## config.mk

```make
export PLATFORM = sky130hd
export DESIGN_NAME = tm1638_display_pager
export DESIGN_NICKNAME = d
export VERILOG_FILES = /design/src/rtl/tm1638_pkg.sv /design/src/rtl/tm1638_key_debounce.sv /design/src/rtl/tm1638_display_pager.sv
export SDC_FILE = /design/constraint.sdc
export NUM_CORES = 1
export LEC_CHECK = 0
export CORE_ASPECT_RATIO = 0.5
export CORE_MARGIN = 4
export CORE_UTILIZATION = 41
export CTS_BUF_LIST = sky130_fd_sc_hd__clkbuf_16
export CTS_CLUSTER_DIAMETER = 30
export DETAILED_ROUTE_END_ITERATION = 6
export PLACE_DENSITY = 0.91
export SLEW_MARGIN = 20
export SYNTH_ARGS = -nofsm -noshare
export SYNTH_HDL_FRONTEND = slang
export SYNTH_SLANG_ARGS = --single-unit
```

## constraint.sdc

```tcl
create_clock -name clk_1MHz -period 2.6 [get_ports clk_1MHz]
set_clock_uncertainty 0.2 [all_clocks]
set_input_delay 0.78 -clock clk_1MHz [delete_from_list [all_inputs] [get_ports clk_1MHz]]
set_output_delay 0.78 -clock clk_1MHz [all_outputs]
set_load 0.005 [all_outputs]
```

## src/rtl/tm1638_pkg.sv

```systemverilog
// -----------------------------------------------------------------------------
// tm1638_pkg
// Shared definitions for the TM1638 front-panel pager: key bit positions in
// the debounced key vector, brightness ceiling and the page-seek FSM states.
// -----------------------------------------------------------------------------
package tm1638_pkg;

   // Bit positions of the panel keys the pager consumes.
   localparam int KEY_NEXT   = 0;
   localparam int KEY_PREV   = 1;
   localparam int KEY_DIM    = 2;
   localparam int KEY_BRIGHT = 3;
   localparam int KEY_OFF    = 4;
   localparam int KEY_ROT    = 5;

   // Highest brightness code accepted by the display driver.
   localparam logic [2:0] LEVEL_MAX = 3'd7;

   // Page-seek FSM.
   typedef enum logic {
      ST_IDLE,
      ST_SEEK
   } state_e;

endpackage : tm1638_pkg

```

## src/rtl/tm1638_key_debounce.sv

```systemverilog
// -----------------------------------------------------------------------------
// tm1638_key_debounce
// Debounces a raw key vector as a whole: the vector must stay unchanged for
// DEBOUNCE_CYCLES consecutive samples before it is copied to the stable
// vector. Emits a registered one-cycle pulse for every rising bit of the
// stable vector.
//
// Ports
//   clk_i       system clock
//   rst_ni      synchronous active-low reset
//   keys_raw_i  raw key vector from the TM1638 scan
//   press_o     one-cycle pulse per debounced rising edge
// -----------------------------------------------------------------------------
module tm1638_key_debounce #(
   parameter int WIDTH           = 8,
   parameter int DEBOUNCE_CYCLES = 20000
) (
   input  logic             clk_i,
   input  logic             rst_ni,
   input  logic [WIDTH-1:0] keys_raw_i,
   output logic [WIDTH-1:0] press_o
);

   localparam int               CNT_W    = (DEBOUNCE_CYCLES > 1) ? $clog2(DEBOUNCE_CYCLES) : 1;
   localparam logic [CNT_W-1:0] CNT_LAST = CNT_W'(DEBOUNCE_CYCLES - 1);

   logic [WIDTH-1:0] sample_q;
   logic [WIDTH-1:0] stable_q;
   logic [WIDTH-1:0] stable_prev_q;
   logic [WIDTH-1:0] press_q;
   logic [CNT_W-1:0] cnt_q;

   // NOTE: every register here is updated with <= so all of them see the
   // values from before the clock edge; blocking = would let stable_prev_q
   // pick up the new stable_q and swallow the edge pulse.
   always_ff @(posedge clk_i) begin
      if (!rst_ni) begin
         sample_q      <= '0;
         stable_q      <= '0;
         stable_prev_q <= '0;
         press_q       <= '0;
         cnt_q         <= '0;
      end else begin
         sample_q <= keys_raw_i;
         if (keys_raw_i != sample_q) begin
            cnt_q <= '0;
         end else if (cnt_q == CNT_LAST) begin
            // Counter saturates; the stable copy keeps tracking the settled input.
            stable_q <= keys_raw_i;
         end else begin
            cnt_q <= cnt_q + 1'b1;
         end
         stable_prev_q <= stable_q;
         press_q       <= stable_q & ~stable_prev_q;
      end
   end

   assign press_o = press_q;

endmodule : tm1638_key_debounce

```

## src/rtl/tm1638_display_pager.sv

```systemverilog
// -----------------------------------------------------------------------------
// tm1638_display_pager
// Front-panel controller in front of the TM1638 display driver. Selects one of
// N_PAGES display pages either from the next/prev keys or from an auto-rotate
// timer, skipping pages whose page_valid bit is low. Owns brightness and
// on/off state and forwards debounced presses of keys 6 and 7.
//
// Configuration macro: TM1638_PAGER_INDICATOR_EN
//   defined   - leds_red shows one-hot(page_sel) for page_sel < 8, leds_green[7]
//               lights while auto-rotate is on.
//   undefined - LEDs pass the selected page through unchanged.
//
// Ports
//   clk_1MHz         system clock
//   rst              synchronous active-low reset
//   keys_raw         raw key vector from the TM1638 scan
//   page_value       32 bits per page, page p at [32p+31:32p]
//   page_dots        decimal points per page (8 bits each)
//   page_leds_green  green LEDs per page (8 bits each)
//   page_leds_red    red LEDs per page (8 bits each)
//   page_valid       page p may be selected
//   display_off      display blanking to the driver
//   display_level    brightness 0..7 to the driver
//   display_value    selected page value (registered)
//   dots             selected page dots (registered)
//   leds_green       selected page green LEDs (registered)
//   leds_red         selected page red LEDs (registered)
//   page_sel         current page index
//   key_press        debounced press pulses, bits 0..5 consumed here (always 0)
// -----------------------------------------------------------------------------
module tm1638_display_pager
   import tm1638_pkg::*;
#(
   parameter int N_PAGES         = 4,
   parameter int DEBOUNCE_CYCLES = 20000,
   parameter int ROTATE_CYCLES   = 3000000,
   parameter int DEFAULT_LEVEL   = 3
) (
   input  logic                         clk_1MHz,
   input  logic                         rst,
   input  logic [7:0]                   keys_raw,
   input  logic [32*N_PAGES-1:0]        page_value,
   input  logic [8*N_PAGES-1:0]         page_dots,
   input  logic [8*N_PAGES-1:0]         page_leds_green,
   input  logic [8*N_PAGES-1:0]         page_leds_red,
   input  logic [N_PAGES-1:0]           page_valid,
   output logic                         display_off,
   output logic [2:0]                   display_level,
   output logic [31:0]                  display_value,
   output logic [7:0]                   dots,
   output logic [7:0]                   leds_green,
   output logic [7:0]                   leds_red,
   output logic [$clog2(N_PAGES)-1:0]   page_sel,
   output logic [7:0]                   key_press
);

   localparam int               SEL_W    = $clog2(N_PAGES);
   localparam logic [SEL_W-1:0] SEL_LAST = SEL_W'(N_PAGES - 1);
   localparam int               ROT_W    = (ROTATE_CYCLES > 1) ? $clog2(ROTATE_CYCLES) : 1;
   localparam logic [ROT_W-1:0] ROT_LAST = ROT_W'(ROTATE_CYCLES - 1);

   // Modulo-N_PAGES step, correct for non-power-of-two page counts.
   function automatic logic [SEL_W-1:0] step_page(input logic [SEL_W-1:0] idx,
                                                  input logic             down);
      if (down) return (idx == '0) ? SEL_LAST : idx - SEL_W'(1);
      else      return (idx == SEL_LAST) ? '0 : idx + SEL_W'(1);
   endfunction

   // ---------------------------------------------------------------- keys
   logic [7:0] press;

   tm1638_key_debounce #(
      .WIDTH           (8),
      .DEBOUNCE_CYCLES (DEBOUNCE_CYCLES)
   ) u_debounce (
      .clk_i      (clk_1MHz),
      .rst_ni     (rst),
      .keys_raw_i (keys_raw),
      .press_o    (press)
   );

   // Opposing keys pressed in the same cycle cancel each other.
   logic next_req, prev_req, dim_req, bright_req;
   assign next_req   = press[KEY_NEXT]   & ~press[KEY_PREV];
   assign prev_req   = press[KEY_PREV]   & ~press[KEY_NEXT];
   assign dim_req    = press[KEY_DIM]    & ~press[KEY_BRIGHT];
   assign bright_req = press[KEY_BRIGHT] & ~press[KEY_DIM];

   assign key_press = {press[7:6], 6'b0};

   // ------------------------------------------------- level / off / rotate
   logic [2:0] level_q, level_d;
   logic       off_q;
   logic       rot_on_q;

   // NOTE: level_d gets its default before any branch so no path leaves it
   // unassigned, which would otherwise infer a latch.
   always_comb begin
      level_d = level_q;
      if (dim_req && level_q != 3'd0) begin
         level_d = level_q - 3'd1;
      end else if (bright_req && level_q != LEVEL_MAX) begin
         level_d = level_q + 3'd1;
      end
   end

   always_ff @(posedge clk_1MHz) begin
      if (!rst) begin
         level_q  <= 3'(DEFAULT_LEVEL);
         off_q    <= 1'b0;
         rot_on_q <= 1'b1;
      end else begin
         level_q <= level_d;
         if (press[KEY_OFF]) off_q    <= ~off_q;
         if (press[KEY_ROT]) rot_on_q <= ~rot_on_q;
      end
   end

   assign display_off   = off_q;
   assign display_level = level_q;

   // --------------------------------------------------------- page seek FSM
   state_e           state_q;
   logic             dir_down_q;
   logic [SEL_W-1:0] cand_q;
   logic [SEL_W-1:0] tries_q;
   logic [SEL_W-1:0] page_sel_q;
   logic [ROT_W-1:0] rot_cnt_q;

   logic any_valid;
   logic rot_expire;
   logic start_seek;

   assign any_valid  = |page_valid;
   assign rot_expire = rot_on_q && (state_q == ST_IDLE) && (rot_cnt_q == ROT_LAST);
   // Presses arriving during SEEK are dropped because start_seek is only
   // looked at in IDLE.
   assign start_seek = next_req || prev_req || rot_expire ||
                       (!page_valid[page_sel_q] && any_valid);

   always_ff @(posedge clk_1MHz) begin
      if (!rst) begin
         state_q    <= ST_IDLE;
         dir_down_q <= 1'b0;
         cand_q     <= '0;
         tries_q    <= '0;
         page_sel_q <= '0;
      end else begin
         case (state_q)
            ST_IDLE: begin
               if (start_seek) begin
                  state_q    <= ST_SEEK;
                  dir_down_q <= prev_req;
                  cand_q     <= step_page(page_sel_q, prev_req);
                  tries_q    <= '0;
               end
            end
            ST_SEEK: begin
               if (page_valid[cand_q]) begin
                  page_sel_q <= cand_q;
                  state_q    <= ST_IDLE;
               end else if (tries_q == SEL_LAST) begin
                  // Full lap with nothing valid: keep the current page.
                  state_q <= ST_IDLE;
               end else begin
                  cand_q  <= step_page(cand_q, dir_down_q);
                  tries_q <= tries_q + SEL_W'(1);
               end
            end
            default: state_q <= ST_IDLE;
         endcase
      end
   end

   assign page_sel = page_sel_q;

   // Rotate timer only advances while idle with auto-rotate on; manual paging
   // and toggling auto-rotate restart the period.
   always_ff @(posedge clk_1MHz) begin
      if (!rst) begin
         rot_cnt_q <= '0;
      end else if (press[KEY_NEXT] || press[KEY_PREV] || press[KEY_ROT] || rot_expire) begin
         rot_cnt_q <= '0;
      end else if (rot_on_q && state_q == ST_IDLE) begin
         rot_cnt_q <= rot_cnt_q + ROT_W'(1);
      end
   end

   // -------------------------------------------------------------- data path
   logic [31:0] value_q;
   logic [7:0]  dots_q, green_q, red_q;
   logic [7:0]  green_d, red_d;
   int          sel_idx;

   assign sel_idx = int'(page_sel_q);

   always_comb begin
      green_d = page_leds_green[8*sel_idx +: 8];
      red_d   = page_leds_red[8*sel_idx +: 8];
`ifdef TM1638_PAGER_INDICATOR_EN
      if (sel_idx < 8) red_d = 8'd1 << page_sel_q;
      if (rot_on_q)    green_d[7] = 1'b1;
`endif
   end

   always_ff @(posedge clk_1MHz) begin
      if (!rst || !any_valid) begin
         value_q <= '0;
         dots_q  <= '0;
         green_q <= '0;
         red_q   <= '0;
      end else begin
         value_q <= page_value[32*sel_idx +: 32];
         dots_q  <= page_dots[8*sel_idx +: 8];
         green_q <= green_d;
         red_q   <= red_d;
      end
   end

   assign display_value = value_q;
   assign dots          = dots_q;
   assign leds_green    = green_q;
   assign leds_red      = red_q;

endmodule : tm1638_display_pager

```

==> results.yml <==
min_path:
  hp-start: "u_debounce.stable_prev_q[0]"
  hp-class: "flip-flop to flip-flop"
timing:
  relSlewSlack_pct: 65.7
  fin_crit_sh_pct: 95.6
  clock.fmax_mhz: 402
  setup_viol: 0
  min_period_ps: 2490
  worst_pin_slew_ps: 514
  drv_slew: 0
  grt_setup_unrepaired: "false"
  hold_violations: 0
  fin_ws_ps: 115
  holdWs_ps: 177
  fin_tns_setup_ps: 0
run_status:
  status: "complete, no violations"
layout:
  n_antenna_cell: 0
  fin_cells: 1136
  drive_gt1_share_pct: 13.8
  final_nets: 1167
  final_cell_mix: "clkdlybuf4s50_1, dfxtp_1, nor2_1, nor2b_1, mux4_2"
  area_growth_pct: 60.6
  stdcell_area_mm2: 0.0105
  final_common_cell: "clkdlybuf4s50_1"
  fin_util_pct: 67.5
cts:
  clkSlewWorstSetupHoldPaths_ps: 60
  h-tree-depth: 4
  holdBufCountCts: 0
  clk_path_buf_depth: 2
  worst_skew_pair.late_latency_ps: 410
  cts_tree: "yes"
  numClockSinks: 138
  clockRootBuffer: "clkbuf_16"
  numCtsBuffers: 17
setup_path:
  cp_max_fo: 5
  r2r-start: "u_debounce.cnt_q[5]"
  critPathLaunch: "page_valid[1]"
  cp-start-kind: "input port"
  required_ps: 2720
  cp_data_arrival_time_ps: 2600
  cp-end-kind: "flip-flop"
  crit_type: "input port to flip-flop"
power_and_ir_drop:
  seqPwrFrac_pct: 41.2
  swShare_pct: 22.5
  p_comb_share_pct: 15.7
  intPower_mw: 4.21
  ir_drop_uv: 403
  p_leak_nw: 3.86
  p_sw_mw: 1.22
  clkPwrFrac_pct: 43.1
  power_density_mw_per_mm2: 520
  power_mw: 5.43
placed_design:
  gp_congestion: 1.03
  dp_hpwl_um: 17700
  place_area_mm2: 0.00986
  dp_slack_ps: -296
  portBuffers: 301
  placed_cells: 1101
logic_synthesis:
  avgSynthCellArea_um2: 10.8
  ys_ff_latch: 138
  yosysWarnings: 0
  synth_edf_count: 0
  ys_async_sr_fraction_pct: 0
  postSynthCellCount: 603
  synth_seq_area_share_pct: 42.4
  netlist_area_mm2: 0.00651
  synthFlopType: "dfxtp_1"
  ys_types: 55
grt:
  grt_usage_pct: 24.1
  grt-ovfl-total: 0
  antenna_found_initial: 1
  grt_max_degree: 38
  grt_pass1_vias: 6033
  grt_pass1_wl_um: 33400
floorplan:
  fp.dieH_um: 97.1
  core-area_mm2: 0.0155
  num_rows: 32
  boundaryPins: 308
  die_w_um: 186
  die_area_mm2: 0.0181
  initial_core_util_pct: 42.0
routing:
  drt-vias-per-instance: 5.13
  drtAntennaViolNets: 0
  drt_first_pass_iters: 4
  finalWirelength_um: 22300
  detail_route.iter0.violations: 299
  vias: 5833
  drc: 0
  routedWlPerCell_um: 19.7
job:
  maxCapViolCount: 0
-- worst paths after layout --
path	to	slack [ps]	depth (start not counted)
max	cand_q[1]	110	6
min	u_debounce.press_o[0]	180	1
max reg2reg	u_debounce.stable_q[3]	310	6
min reg2reg	u_debounce.press_o[0]	180	1
-- synth_stat cells (all sizes together), types with 10 or more instances --
cell type / number / area [um^2]
a21oi: 14 / 70.1
and2: 10 / 62.6
buf: 18 / 113
clkbuf: 20 / 75.1
dfxtp: 138 / 2760
inv: 22 / 82.6
mux4: 57 / 1280
nand2: 34 / 128
nand3: 14 / 70.1
nand4: 11 / 83.8
nor2: 64 / 240
nor2b: 63 / 394
nor3: 11 / 60.1
xnor2: 27 / 236
xor2: 19 / 166
-- kinds of logic after synthesis --
kind of cell             count (synthesis)  share of synthesized area (%)
other                                    1                         0.0576
buffers and inverters                   60                           4.15
adder cells (fa/ha/maj)                 10                           2.04
AO/OA/AOI/OAI                           40                           4.02
multiplexers                            60                           20.2
XOR/XNOR                                46                           6.19
flip-flops                             138                           42.4
AND/OR/NAND/NOR                        248                           20.9
-- critical path, stage by stage --
cell and delay, ps:
clkdlybuf4s50_1 470, or3_1 400, a221oi_1 340, o221a_2 300, nor2_1 70, o31ai_1 240
-- final cells by class --
type / count / area, um^2
repair buffers: 330 / 3270
fillers: 1147 / 5030
clock inverters: 15 / 150
multi-input cells: 410 / 3510
inverters: 22 / 82.6
clock buffers: 17 / 425
well taps: 204 / 255
flip-flops and latches: 138 / 2770
-- flip-flops by register name (all words and copies together), names as in the netlist --
name	flops
display_value	32
u_debounce.sample_q	8
cand_q	2
leds_red	8
state_q	1
rot_on_q	1
page_sel	2
tries_q	2
u_debounce.cnt_q	15
leds_green	8
dir_down_q	1
u_debounce.stable_prev_q	8
dots	8
rot_cnt_q	22
u_debounce.stable_q	8
display_level	3
display_off	1
u_debounce.press_o	8
-- power groups by stage --
stage,combinational (mW),sequential (mW),clock [mW]
2_1_floorplan,0.275,2.28,0
4_1_cts,0.860,2.24,2.38
5_1_grt,0.911,2.24,2.48
3_3_place_gp,0.830,2.28,0
3_5_place_dp,0.851,2.28,0
6_report,0.855,2.24,2.34
-- what timing repair did --
action / 4_1_cts / 5_1_grt
buffers inserted: 0 / 3
endpoints found under the hold margin: 0 / 0
resized for setup: 0 / 1
setup endpoints to repair: 0 / 10
-- per-layer routing --
| metal | vias up | track usage, % | wire [um] |
|---|---|---|---|
| met5 | - | 0 | 13 |
| met4 | 2 | 7.72 | 552 |
| met3 | 39 | 6.99 | 1500 |
| met2 | 187 | 41.7 | 11300 |
| met1 | 2853 | 28.9 | 8950 |
| li1 | 2752 | - | - |
Power figures use the tool's default switching activity.
